--- config.mk ---
export PLATFORM = sky130hd
export DESIGN_NAME = tdes_round_sequencer_flat
export DESIGN_NICKNAME = d
export VERILOG_FILES = /design/src/rtl/tdes_round_sequencer_if.sv /design/src/rtl/tdes_round_sequencer.sv /design/src/flat_wrapper.sv
export SDC_FILE = /design/constraint.sdc
export NUM_CORES = 1
export LEC_CHECK = 0
export ABC_AREA = 1
export CORE_MARGIN = 5
export CORE_UTILIZATION = 50
export DETAILED_ROUTE_END_ITERATION = 10
export PLACE_DENSITY = 0.85
export REMOVE_ABC_BUFFERS = 1
export SYNTH_ARGS = -nofsm -noshare
export SYNTH_HDL_FRONTEND = slang
export SYNTH_SLANG_ARGS = --single-unit
--- constraint.sdc ---
create_clock -name clk_i -period 4.8 [get_ports clk_i]
set_clock_uncertainty 0.2 [all_clocks]
set_input_delay 1.44 -clock clk_i [delete_from_list [all_inputs] [get_ports clk_i]]
set_output_delay 1.44 -clock clk_i [all_outputs]
set_load 0.05 [all_outputs]
--- src/rtl/tdes_round_sequencer_if.sv ---
// Control/strobe bundle between the Triple-DES round sequencer and its
// neighbours: start/mode/abort from the register side, strobes to the datapath.
interface tdes_round_sequencer_if;
    logic       start;
    logic       mode_decrypt;
    logic       abort;
    logic       busy;
    logic       load_data;
    logic       load_key;
    logic [1:0] key_sel;
    logic [1:0] pass_idx;
    logic       pass_decrypt;
    logic [3:0] round_idx;
    logic       round_en;
    logic [1:0] shift_amt;
    logic       shift_right;
    logic       pass_end;
    logic       out_valid;

    modport master (
        output start, mode_decrypt, abort,
        input  busy, load_data, load_key, key_sel, pass_idx, pass_decrypt,
               round_idx, round_en, shift_amt, shift_right, pass_end, out_valid
    );

    modport slave (
        input  start, mode_decrypt, abort,
        output busy, load_data, load_key, key_sel, pass_idx, pass_decrypt,
               round_idx, round_en, shift_amt, shift_right, pass_end, out_valid
    );
endinterface

--- src/rtl/tdes_round_sequencer.sv ---
// Control FSM for the iterative Triple-DES core: sequences LOAD_KEY / ROUND /
// PASS_END over three DES passes (E-D-E or D-E-D) and drives datapath strobes.
module tdes_round_sequencer #(
    parameter int NUM_ROUNDS   = 16,
    parameter int NUM_PASSES   = 3,
    parameter int ROUND_CYCLES = 1
) (
    input  logic                    clk_i,
    input  logic                    rst_i,
    tdes_round_sequencer_if.slave   seq_if
);

    localparam int SUB_W = (ROUND_CYCLES > 1) ? $clog2(ROUND_CYCLES) : 1;
    localparam logic [SUB_W-1:0] SUB_ZERO   = SUB_W'(0);
    localparam logic [SUB_W-1:0] SUB_ONE    = SUB_W'(1);
    localparam logic [SUB_W-1:0] SUB_LAST   = SUB_W'(ROUND_CYCLES - 1);
    localparam logic [3:0]       ROUND_LAST = 4'(NUM_ROUNDS - 1);
    localparam logic [1:0]       PASS_LAST  = 2'(NUM_PASSES - 1);

    typedef enum logic [2:0] {
        S_IDLE     = 3'd0,
        S_LOAD_KEY = 3'd1,
        S_ROUND    = 3'd2,
        S_PASS_END = 3'd3,
        S_DONE     = 3'd4
    } state_t;

    state_t           state_q, state_d;
    logic [1:0]       pass_q, pass_d;
    logic [3:0]       round_q, round_d;
    logic [SUB_W-1:0] sub_q, sub_d;
    logic             mode_q, mode_d;

    logic       busy_q, busy_d;
    logic       load_data_q, load_data_d;
    logic       load_key_q, load_key_d;
    logic [1:0] key_sel_q, key_sel_d;
    logic       pass_decrypt_q, pass_decrypt_d;
    logic       round_en_q, round_en_d;
    logic [1:0] shift_amt_q, shift_amt_d;
    logic       shift_right_q, shift_right_d;
    logic       pass_end_q, pass_end_d;
    logic       out_valid_q, out_valid_d;

    // Key-schedule rotation: encrypt rotates left by 1 on rounds 0,1,8,15;
    // decrypt undoes it rotating right, starting from an already-aligned key.
    function automatic logic [1:0] shift_of(input logic [3:0] rnd, input logic dec);
        logic [1:0] amt;
        if (rnd == 4'd1 || rnd == 4'd8 || rnd == 4'd15) begin
            amt = 2'd1;
        end else if (rnd == 4'd0) begin
            amt = dec ? 2'd0 : 2'd1;
        end else begin
            amt = 2'd2;
        end
        return amt;
    endfunction

    // Next-state and counter update; abort overrides every transition out of a busy state.
    always_comb begin
        state_d = state_q;
        pass_d  = pass_q;
        round_d = round_q;
        sub_d   = sub_q;
        mode_d  = mode_q;
        case (state_q)
            S_IDLE: begin
                if (seq_if.start) begin
                    state_d = S_LOAD_KEY;
                    pass_d  = 2'd0;
                    round_d = 4'd0;
                    sub_d   = SUB_ZERO;
                    mode_d  = seq_if.mode_decrypt;
                end else begin
                    state_d = S_IDLE;
                end
            end
            S_LOAD_KEY: begin
                state_d = S_ROUND;
                round_d = 4'd0;
                sub_d   = SUB_ZERO;
            end
            S_ROUND: begin
                if (sub_q == SUB_LAST) begin
                    sub_d = SUB_ZERO;
                    if (round_q == ROUND_LAST) begin
                        state_d = S_PASS_END;
                        round_d = 4'd0;
                    end else begin
                        round_d = round_q + 4'd1;
                    end
                end else begin
                    sub_d = sub_q + SUB_ONE;
                end
            end
            S_PASS_END: begin
                if (pass_q < PASS_LAST) begin
                    state_d = S_LOAD_KEY;
                    pass_d  = pass_q + 2'd1;
                end else begin
                    state_d = S_DONE;
                end
            end
            S_DONE: begin
                state_d = S_IDLE;
                pass_d  = 2'd0;
                round_d = 4'd0;
                sub_d   = SUB_ZERO;
            end
            default: begin
                state_d = S_IDLE;
                pass_d  = 2'd0;
                round_d = 4'd0;
                sub_d   = SUB_ZERO;
            end
        endcase
        if (seq_if.abort && (state_q != S_IDLE)) begin
            state_d = S_IDLE;
            pass_d  = 2'd0;
            round_d = 4'd0;
            sub_d   = SUB_ZERO;
        end else begin
            state_d = state_d;
        end
    end

    // Output decode from the next state so every strobe leaves a flop.
    always_comb begin
        busy_d         = (state_d != S_IDLE);
        load_key_d     = (state_d == S_LOAD_KEY);
        load_data_d    = (state_d == S_LOAD_KEY) && (pass_d == 2'd0);
        round_en_d     = (state_d == S_ROUND) && (sub_d == SUB_LAST);
        pass_end_d     = (state_d == S_PASS_END);
        out_valid_d    = (state_d == S_DONE);
        pass_decrypt_d = 1'b0;
        key_sel_d      = 2'd0;
        shift_amt_d    = 2'd0;
        shift_right_d  = 1'b0;
        if (state_d != S_IDLE) begin
            pass_decrypt_d = mode_d ^ pass_d[0];
            key_sel_d      = mode_d ? (2'd2 - pass_d) : pass_d;
        end else begin
            pass_decrypt_d = 1'b0;
            key_sel_d      = 2'd0;
        end
        if (state_d == S_ROUND) begin
            shift_amt_d   = shift_of(round_d, pass_decrypt_d);
            shift_right_d = pass_decrypt_d;
        end else begin
            shift_amt_d   = 2'd0;
            shift_right_d = 1'b0;
        end
    end

    // State, counters and registered outputs; synchronous reset wins over abort.
    always_ff @(posedge clk_i) begin
        if (rst_i) begin
            state_q        <= S_IDLE;
            pass_q         <= 2'd0;
            round_q        <= 4'd0;
            sub_q          <= SUB_ZERO;
            mode_q         <= 1'b0;
            busy_q         <= 1'b0;
            load_data_q    <= 1'b0;
            load_key_q     <= 1'b0;
            key_sel_q      <= 2'd0;
            pass_decrypt_q <= 1'b0;
            round_en_q     <= 1'b0;
            shift_amt_q    <= 2'd0;
            shift_right_q  <= 1'b0;
            pass_end_q     <= 1'b0;
            out_valid_q    <= 1'b0;
        end else begin
            state_q        <= state_d;
            pass_q         <= pass_d;
            round_q        <= round_d;
            sub_q          <= sub_d;
            mode_q         <= mode_d;
            busy_q         <= busy_d;
            load_data_q    <= load_data_d;
            load_key_q     <= load_key_d;
            key_sel_q      <= key_sel_d;
            pass_decrypt_q <= pass_decrypt_d;
            round_en_q     <= round_en_d;
            shift_amt_q    <= shift_amt_d;
            shift_right_q  <= shift_right_d;
            pass_end_q     <= pass_end_d;
            out_valid_q    <= out_valid_d;
        end
    end

    assign seq_if.busy         = busy_q;
    assign seq_if.load_data    = load_data_q;
    assign seq_if.load_key     = load_key_q;
    assign seq_if.key_sel      = key_sel_q;
    assign seq_if.pass_idx     = pass_q;
    assign seq_if.pass_decrypt = pass_decrypt_q;
    assign seq_if.round_idx    = round_q;
    assign seq_if.round_en     = round_en_q;
    assign seq_if.shift_amt    = shift_amt_q;
    assign seq_if.shift_right  = shift_right_q;
    assign seq_if.pass_end     = pass_end_q;
    assign seq_if.out_valid    = out_valid_q;

endmodule

--- src/flat_wrapper.sv ---
// flat-port wrapper written by rule: the top's interface ports become plain ports
module tdes_round_sequencer_flat 
#(
    parameter int NUM_ROUNDS   = 16,
    parameter int NUM_PASSES   = 3,
    parameter int ROUND_CYCLES = 1
)
  (clk_i, rst_i, seq_if_start, seq_if_mode_decrypt, seq_if_abort, seq_if_busy, seq_if_load_data, seq_if_load_key, seq_if_key_sel, seq_if_pass_idx, seq_if_pass_decrypt, seq_if_round_idx, seq_if_round_en, seq_if_shift_amt, seq_if_shift_right, seq_if_pass_end, seq_if_out_valid);
  tdes_round_sequencer_if seq_if_i ();
  input  logic clk_i;
  input  logic rst_i;
  input wire logic [$bits(seq_if_i.start)-1:0] seq_if_start;
  input wire logic [$bits(seq_if_i.mode_decrypt)-1:0] seq_if_mode_decrypt;
  input wire logic [$bits(seq_if_i.abort)-1:0] seq_if_abort;
  output wire logic [$bits(seq_if_i.busy)-1:0] seq_if_busy;
  output wire logic [$bits(seq_if_i.load_data)-1:0] seq_if_load_data;
  output wire logic [$bits(seq_if_i.load_key)-1:0] seq_if_load_key;
  output wire logic [$bits(seq_if_i.key_sel)-1:0] seq_if_key_sel;
  output wire logic [$bits(seq_if_i.pass_idx)-1:0] seq_if_pass_idx;
  output wire logic [$bits(seq_if_i.pass_decrypt)-1:0] seq_if_pass_decrypt;
  output wire logic [$bits(seq_if_i.round_idx)-1:0] seq_if_round_idx;
  output wire logic [$bits(seq_if_i.round_en)-1:0] seq_if_round_en;
  output wire logic [$bits(seq_if_i.shift_amt)-1:0] seq_if_shift_amt;
  output wire logic [$bits(seq_if_i.shift_right)-1:0] seq_if_shift_right;
  output wire logic [$bits(seq_if_i.pass_end)-1:0] seq_if_pass_end;
  output wire logic [$bits(seq_if_i.out_valid)-1:0] seq_if_out_valid;
  assign seq_if_i.start = seq_if_start;
  assign seq_if_i.mode_decrypt = seq_if_mode_decrypt;
  assign seq_if_i.abort = seq_if_abort;
  assign seq_if_busy = seq_if_i.busy;
  assign seq_if_load_data = seq_if_i.load_data;
  assign seq_if_load_key = seq_if_i.load_key;
  assign seq_if_key_sel = seq_if_i.key_sel;
  assign seq_if_pass_idx = seq_if_i.pass_idx;
  assign seq_if_pass_decrypt = seq_if_i.pass_decrypt;
  assign seq_if_round_idx = seq_if_i.round_idx;
  assign seq_if_round_en = seq_if_i.round_en;
  assign seq_if_shift_amt = seq_if_i.shift_amt;
  assign seq_if_shift_right = seq_if_i.shift_right;
  assign seq_if_pass_end = seq_if_i.pass_end;
  assign seq_if_out_valid = seq_if_i.out_valid;
  tdes_round_sequencer #(.NUM_ROUNDS(NUM_ROUNDS), .NUM_PASSES(NUM_PASSES), .ROUND_CYCLES(ROUND_CYCLES)) u_core (.clk_i(clk_i), .rst_i(rst_i), .seq_if(seq_if_i));
endmodule
==> impl_metrics.yaml, run 1 <==
power:
  p_leak_nw: 0.658
  powerDensity_nw_per_um2: 280
  total_power_uw: 396
  vdd_drop_max_v: 0.000220
setup_path:
  required_ns: 3.16
  reg2reg_slack_ns: 2.86
  cp_cell_sequence: "clkdlybuf4s50_1"
  cpLargestDelayFamily: "buffers and inverters"
  timing.rr.start: "u_core.seq_if.pass_idx[1]$_SDFF_PP0_"
  crit_path_end: "seq_if_round_idx[2]"
  worst-path-buf-inv: 1
  r2r-end: "u_core.seq_if.key_sel[1]$_SDFF_PP0_"
  critPathKind: "reg2out"
  slowest_stage: "clkdlybuf4s50_1"
  rr_worst_depth: 8
  cp.depth: 1
  worstPathArrival_ns: 1.66
  crit_path_start: "u_core.seq_if.round_idx[2]$_SDFF_PP0_"
  critical_path_peak_fanout: 8
  slowest_delay_ns: 0.86
  end_kind: "primary output"
  start_kind: "flip-flop"
clock_network:
  cts_root_buffer: "clkbuf_4"
  post_cts_buffers: 0
  clkSinkCount: 23
  insertion_delay_ns: 0.31
  cts_buffers: 3
  cts_resized: 0
  clk_pin_slew_ns: 0.13
  clock_path_buffers: 2
  h-tree-depth: 1
  hold_buffers: 0
  cts_tree: "built"
outcome:
  status: "complete, no violations"
job:
  maxCapViolations: 0
die:
  io_pins: 23
  die_area_um2: 3350
  core_area_um2: 2190
  num_rows: 17
  die_y_um: 57.9
  die_x_um: 57.9
  start_util: 0.523
sta:
  holdWs_ns: 0.320
  rsz0062_at_grt: "false"
  setup_slack_ns: 1.50
  fmax_mhz: 303
  slew_headroom: 0.587
  min_period_over_period: 0.688
  setup_viol: 0
  slew_violations: 0
  hold_viol_final: 0
  worst_slew_pin_slew_ns: 0.617
  fin_crit_ns: 3.30
  tns_ns: 0
logic_synthesis:
  syn_inst: 154
  yosys.area_share.adder: 0.0328
  synth_most_common_cell: "nand2_1"
  syn_avg_cell_area_um2: 7.44
  synthSimpleGateAreaFrac: 0.456
  synth_edf_count: 0
  yosys_warnings: 0
  syn_area_um2: 1150
  synthArstFlopShare: 0
  muxShareOfSynthArea: 0
  ys_seq_area_frac: 0.402
  synth_compound_area_frac: 0.0273
  synth_common_cells: "29 x nand2_1, 23 x dfxtp_1, 23 x nor2_1, 16 x inv_1, 14 x nand3_1"
  synth_top_family_by_area: "simple AND/OR/NAND/NOR gates"
  synth.distinct_cells: 24
  yosys_most_used_dff: "dfxtp_1"
  yosysTopAreaCell: "dfxtp_1"
  netlist.area_leader.share: 0.402
  synth_seq_cells: 23
  synth-xor-area-share: 0
  netlist_top_cells_area: "dfxtp_1 40%, nand2_1 9.5%, nor2_1 7.5%, nand3_1 6.1%, nand2_2 6.0%"
placed_design:
  port-buffer-count: 22
  dp_hpwl_mm: 1.92
  pre_cts_slack_ns: 1.65
  gp_congestion: 0.936
route:
  first_pass_iters: 4
  wire_per_inst_um: 12.0
  post-route-drc-count: 0
  wl_mm: 2.47
  avgViaCountPerCell: 5.09
  ant_nets: 0
  drtIter0Drc: 49
  num_vias: 1049
global_routing:
  grt_overflow: 0
  grt_pass1_wl_mm: 4.11
  antenna_found_initial: 0
  grt_max_degree: 16
  track_usage: 0.153
  first_global_vias: 1024
finish:
  multiInputGateArea_um2: 592
  final_layout_size_suffix_gt1_frac: 0.185
  fillers: 197
  seq_area_um2: 460
  diodes: 0
  fin_nets: 187
  syn2layout_area_growth_pct: 23.4
hold_path:
  hp-class: "reg2reg"
  hp-start: "u_core.sub_q$_SDFF_PP0_"
-- registers in the layout (all words and copies together), names as in the netlist, 2 cells and up --
| name | flops |
|---|---|
| u_core.seq_if.shift_amt | 2 |
| u_core.state_q | 3 |
| u_core.seq_if.round_idx | 4 |
| u_core.seq_if.key_sel | 2 |
| u_core.seq_if.pass_idx | 2 |
-- layout by cell type (no fill, tap or decap) --
master           count
o21ai_0              1
nor3_1               3
nor2_1              23
nand3_1             14
nor2_4               3
inv_2                5
clkdlybuf4s50_1     22
nand3_2              3
dfxtp_1             23
inv_1               16
clkbuf_4             3
o21a_1               1
nand4_1              4
clkinv_2             1
nor2_2               2
nand2_4              3
nor4_2               1
and2_1               1
o21ai_2              1
or2_0                2
o21ai_1              2
nand3b_1             1
ha_1                 3
nand2_2             11
nand2_1             29
-- worst min path at each step --
stage | to | slack (ns) | cells past startpoint
floorplan | u_core.sub_q$_SDFF_PP0_ | 0.27 | 2
global placement | u_core.sub_q$_SDFF_PP0_ | 0.30 | 2
detailed placement | u_core.sub_q$_SDFF_PP0_ | 0.30 | 2
CTS | u_core.sub_q$_SDFF_PP0_ | 0.31 | 2
global route | u_core.sub_q$_SDFF_PP0_ | 0.33 | 2
finish | u_core.sub_q$_SDFF_PP0_ | 0.32 | 2
-- tightest hold or removal path, delay by kind of cell (launching register included) --
family | cells | cell delay [ns]
flip-flops | 1 | 0.37
AND/OR/NAND/NOR | 2 | 0.13
-- cell families after synthesis --
family,after synthesis
flops,23
fa+ha+maj,3
simple gates,100
buf+inv,23
compound gates,5
-- layer usage --
| metal | routed length, um | up-vias | track usage |
|---|---|---|---|
| li1 | - | 530 | - |
| met1 | 1050 | 476 | 0.174 |
| met2 | 1240 | 37 | 0.274 |
| met3 | 129 | 6 | 0.0334 |
| met4 | 49 | 0 | 0.0629 |
| met5 | 0 | - | 0 |
-- cell type report --
class,count,area share
clock inverter,1,0.00354
clock buffer,3,0.0159
inverter,21,0.0558
timing repair buffer,22,0.156
sequential,23,0.326
tap,28,0.0248
multi-input combinational,108,0.419
-- stage by stage --
stage	cell area, um2	std cells	utilization
finish	1410	206	0.645
CTS	1410	206	0.645
floorplan	1130	152	-
detailed placement	1390	202	0.633
global route	1410	206	0.645
global placement	1390	202	0.633
-- where the power goes --
group	internal [mW]	switching, mW	leakage, nW
registers	0.200	0.00518	0.187
clock network	0.0312	0.0586	0.0177
logic	0.0324	0.0684	0.454
total	0.263	0.132	0.658
Note: power is estimated with default switching activity, not from simulation.
==> run 2: changes to the inputs <==
==> constraint.sdc (replaced) <==
create_clock -name clk_i -period 3.45 [get_ports clk_i]
set_clock_uncertainty 0.2 [all_clocks]
set_input_delay 1.035 -clock clk_i [delete_from_list [all_inputs] [get_ports clk_i]]
set_output_delay 1.035 -clock clk_i [all_outputs]
set_load 0.05 [all_outputs]
==> results of run 2 <==
The final DEF is identical to that of run 1. Status: complete, no violations.
Main changes from that run: setup slack after placement 1.65 ns -> 0.704 ns; setup slack after layout 1.50 ns -> 0.550 ns; register-to-register setup slack 2.86 ns -> 1.51 ns; total power 0.396 mW -> 0.550 mW; worst IR drop on VDD 0.000220 V -> 0.000306 V
==> variant 1, RTL diff (config.mk and constraints of run 2) <==
Make the reset (`rst_i`) asynchronous in one clocked block. Comments in the files are not updated.
--- a/src/rtl/tdes_round_sequencer.sv
+++ b/src/rtl/tdes_round_sequencer.sv
@@ -153,7 +153,7 @@
     end
 
     // State, counters and registered outputs; synchronous reset wins over abort.
-    always_ff @(posedge clk_i) begin
+    always_ff @(posedge clk_i or posedge rst_i) begin
         if (rst_i) begin
             state_q        <= S_IDLE;
             pass_q         <= 2'd0;
Check against the original RTL: differs if rst_i is asserted again (counterexample within 4 cycles, from zero or initial values and one cycle with rst_i high); with rst_i held inactive, the same outputs for 10 cycles.
==> variant 1 against run 2 <==
Sequential cell count did not move; area after synthesis rose by 7.4%; worst setup slack improved by 28 ps; global-route usage rose by 0.84 points; first-iteration DRC count fell by 49%; largest cell class is now registers; routed wire length rose by 2.3%; maximum frequency rose by 0.97%; final area rose by 7.2%; utilization fell by 1.7 points.
Power is not compared: it rests on default switching activity, and its combinational part moved more than twofold at a synthesized area within 25%.
==> variant 1: results (changes against run 2) <==
{| class="wikitable"
! Metric !! Value
|-
| All-layer global routing usage || 16.15% (+0.84 points)
|-
| Antenna diode count || 0 (unchanged)
|-
| Number of port buffers || 22 (unchanged)
|-
| Number of resized instances in the post-cts repair step || 0 (unchanged)
|-
| Number of cells in the finished layout apart from fillers || 206 (unchanged)
|-
| Wire length of the first global-routing pass || 4.409 mm (+7.4%)
|-
| Synth top area cells || dfrtp_1 (47%), nand2_1 (12%), inv_1 (8.2%)
|-
| Sequential element share of the synthesized area || 46.75% (+6.6 points)
|-
| Root Driver || clkbuf_4
|-
| Placed cell count || 202 (unchanged)
|-
| Cell type group with the largest total delay on the critical path || buffers and inverters
|-
| Maximum single-stage delay on the critical path || 850 ps
|-
| Async set or reset register ratio after synthesis || 100.0% (+100 points)
|-
| Total iterations of the first detailed-routing run || 4 (unchanged)
|-
| Primary flip-flop cell chosen by synthesis mapping || dfrtp_1
|-
| Number of unique standard cell types used by synthesis || 20 (-17%)
|-
| Register clock-pin slew on the reported worst setup and hold paths || 110 ps (-20 ps)
|-
| Class of the tightest hold or removal check || flip-flop to flip-flop
|-
| Outcome || complete, no violations
|-
| CTS max path bufs || 2 (unchanged)
|-
| Worst-path cell with the longest stage delay || clkdlybuf4s50_1
|-
| Remaining max-slew budget at the tightest pin || 44.84% (-14 points)
|-
| Initial antenna violation count || 0 (unchanged)
|-
| VDD IR-drop max || 628.4 uV
|-
| Final Max Slew Viols || 0 (unchanged)
|-
| Post-CTS setup buffers || 0 (unchanged)
|-
| Max reg flops || 4 (unchanged)
|-
| GP Congestion || 0.7757 (-17%)
|-
| Count of synthesis-stage warnings from yosys || 0 (unchanged)
|-
| Cells after synthesis || 150 (-2.6%)
|-
| Pin count of the biggest net entering global routing || 24 (+8)
|-
| Layout filler cell count || 193 (-2.0%)
|-
| Number of buffers inserted during clock tree synthesis || 3 (unchanged)
|-
| Routed WL || 2.524 mm (+2.3%)
|-
| Final Hold Fails || 0 (unchanged)
|-
| Latest clock arrival within the worst-skew pair || 300 ps
|-
| Leak || 0.8008 nW
|-
| Top cell types by occurrence after synthesis || nand2_1 (40), inv_1 (27), dfrtp_1 (23)
|-
| Vias in the first global route || 1031 (+0.68%)
|-
| Nets || 185 (-1.1%)
|-
| Max Fanout on Critical Path || 5 (-3)
|-
| DPL Wire Length || 1.957 mm (+1.9%)
|-
| Detailed router's first-iteration violation count || 25 (-49%)
|-
| Grt ovf || 0 (unchanged)
|-
| CTS HTree Levels || 1 (unchanged)
|-
| Ratio of cells with drive above 1 in the final layout || 15.91% (-2.6 points)
|-
| Vias per cell || 4.932 (-3.1%)
|}
==> variant 1: cell count changes in the layout (fill, tap and decap cells not counted), moves of 3 or more <==
cell / change
nor3_1: -3
inv_1: +11
nand2_1: +11
nand2_2: -7
dfrtp_1: +23
nor2_2: +3
dfxtp_1: -23
nor2_1: -12
nand3_1: -5
==> variant 1: metal layers <==
metal	global-route usage (%)	vias up	part of all wire (%)
met1	20.66	468	44
met3	3.704	4	5.7
met5	0	-	0
met4	4.747	0	0.87
li1	-	511	-
met2	27.15	33	49
==> variant 1: where the power goes <==
part	switching [W]	leakage (nW)	total, W	internal [W]
clock network	0.0000722	0.0150	0.000117	0.0000450
logic	0.000521	0.476	0.000764	0.000243
registers	0.0000566	0.310	0.000401	0.000344
total	0.000650	0.801	0.00128	0.000632
==> variant 1: kinds of logic (layout without fill, tap and decap cells) <==
group	after synthesis	count (layout)	synth area share, %
buf+inv	31	57	9.451
flops	23	23	46.75
compound gates	9	9	6.300
simple gates	84	84	34.45
fa+ha+maj	3	3	3.049
==> variant 1: final timing paths <==
check | start | to | slack [ps] | cells after the start
setup / recovery | u_core.seq_if.round_idx[0] | seq_if_round_idx[0] | 580 | 1
hold / removal | u_core.mode_q | u_core.mode_q | 350 | 2
setup reg to reg | u_core.seq_if.round_idx[1] | u_core.seq_if.shift_amt[1] | 1430 | 10
hold reg to reg | u_core.mode_q | u_core.mode_q | 350 | 2
max in group asynchronous | rst_i | u_core.state_q[1] | 1560 | 2
min in group asynchronous | rst_i | u_core.seq_if.shift_amt[1] | 980 | 2
==> variant 1: layout make-up <==
cell class	count	area [sq um]	share of cell area (%)
flip-flops and latches	23	575.6	37.99
multi-input cells	96	539.3	35.59
repair buffers	22	220.2	14.53
inverters	31	116.4	7.680
well taps	30	37.54	2.477
clock buffers	4	26.28	1.734
==> variant 1: through the flow <==
stage | setup slack [ps] | instance area [sq um]
after floorplan | 1205 | 1231
after global placement | 643.4 | 1489
after detailed placement | 593.9 | 1489
after CTS | 561.6 | 1515
after global routing | 524.0 | 1515
final | 578.1 | 1515
==> variant 2, RTL diff (config.mk and constraints of run 2) <==
Without the edit above. `NUM_ROUNDS` is set to 16 in 2 places; all go to 12.
--- a/src/rtl/tdes_round_sequencer.sv
+++ b/src/rtl/tdes_round_sequencer.sv
@@ -1,7 +1,7 @@
 // Control FSM for the iterative Triple-DES core: sequences LOAD_KEY / ROUND /
 // PASS_END over three DES passes (E-D-E or D-E-D) and drives datapath strobes.
 module tdes_round_sequencer #(
-    parameter int NUM_ROUNDS   = 16,
+    parameter int NUM_ROUNDS   = 12,
     parameter int NUM_PASSES   = 3,
     parameter int ROUND_CYCLES = 1
 ) (
--- a/src/flat_wrapper.sv
+++ b/src/flat_wrapper.sv
@@ -1,7 +1,7 @@
 // flat-port wrapper written by rule: the top's interface ports become plain ports
 module tdes_round_sequencer_flat 
 #(
-    parameter int NUM_ROUNDS   = 16,
+    parameter int NUM_ROUNDS   = 12,
     parameter int NUM_PASSES   = 3,
     parameter int ROUND_CYCLES = 1
 )
Function: same outputs for any inputs over 10 cycles, from zero or initial values and one cycle with rst_i high; that may be too few to reach the edited logic, so the function may still have changed.
==> variant 2 against run 2 <==
Final area down 0.27%; sequential cell count unchanged; area after synthesis unchanged; worst setup slack better by 56 ps; routed wire length up 1.1%; via count down 1.3%; power down 1.5%; clock power down 3%; largest power group unchanged.
==> variant 2: results (changes against run 2) <==
{| class="wikitable"
! Metric !! Value
|-
| Outcome || complete, no violations
|-
| Detailed router's first-iteration violation count || 30 (-39%)
|-
| Ratio of cells with drive above 1 in the final layout || 15.22% (-3.3 points)
|-
| Inverters || 23 (+9.5%)
|-
| Share of cell area taken by multi-input logic gates || 40.99% (-0.86 points)
|-
| Max Fanout on Critical Path || 5 (-3)
|-
| Final worst-path setup slack || 606.0 ps (+55.81 ps)
|-
| Post-synthesis compound-gate area fraction || 4.258% (+1.5 points)
|-
| Via Count || 1035 (-1.3%)
|-
| Synth top area cells || dfxtp_1 (40%), nand2_1 (13%), nor2_1 (7.9%)
|-
| Pin count of the biggest net entering global routing || 15 (-1)
|-
| All-layer global routing usage || 15.59% (+0.29 points)
|-
| Sequential cell count of the final layout || 23 (unchanged)
|-
| Multi-input gate area || 578.1 sq um (-2.3%)
|-
| Maximum single-stage delay on the critical path || 840 ps (-20 ps)
|-
| GP Congestion || 0.9196 (-1.8%)
|-
| DPL Wire Length || 1.971 mm (+2.6%)
|-
| Arrival @ worst endpoint || 1610 ps (-50 ps)
|-
| Wire length of the first global-routing pass || 4.140 mm (+0.85%)
|-
| Relative contribution of the clock network to total power || 22.4% (-0.3 points)
|-
| Logic pwr share || 25.1% (-0.4 points)
|-
| VDD IR-drop max || 321.9 uV (+5.1%)
|-
| Worst min-delay path endpoint || u_core.state_q[2]
|-
| Worst Reg-to-Reg Cells || 12 (+4)
|-
| Hold_sp || u_core.seq_if.pass_idx[1]
|-
| Comb_multi_in || 112 (+3.7%)
|}
## variant 2: changes by cell type after synthesis, moves of 2 or more
cell	before	now
inv_2	5	3
nand2_1	29	40
nand2_4	3	1
or2_0	2	0
inv_1	16	19
nand2_2	11	9
o21ai_1	2	0
nand3_1	14	11
nor3_1	3	1
## variant 2: logic make-up after synthesis
logic type | after synthesis
DFF | 23
and+or+nand+nor | 102
buffers and inverters | 25
adders and majority gates | 3
AOI/OAI and AO/OA | 7
## variant 2: per-layer routing
metal	part of all wire (%)	GRT usage, %	vias to the layer above	routed length, um
met1	45	18.66	461	1121
met2	49	27.26	26	1225
met3	4.9	2.895	4	122
met4	1.0	6.291	0	26
met5	0	0	-	0
li1	-	-	544	-
## variant 2: through the flow
stage / hold WS [ps] / power, W / cells
floorplan: 307.2 / 0.0003876 / 158
global placement: 326.3 / 0.0004239 / 208
detailed placement: 325.3 / 0.0004270 / 208
CTS: 344.8 / 0.0005465 / 212
global route: 388.5 / 0.0005706 / 212
finish: 343.7 / 0.0005420 / 212
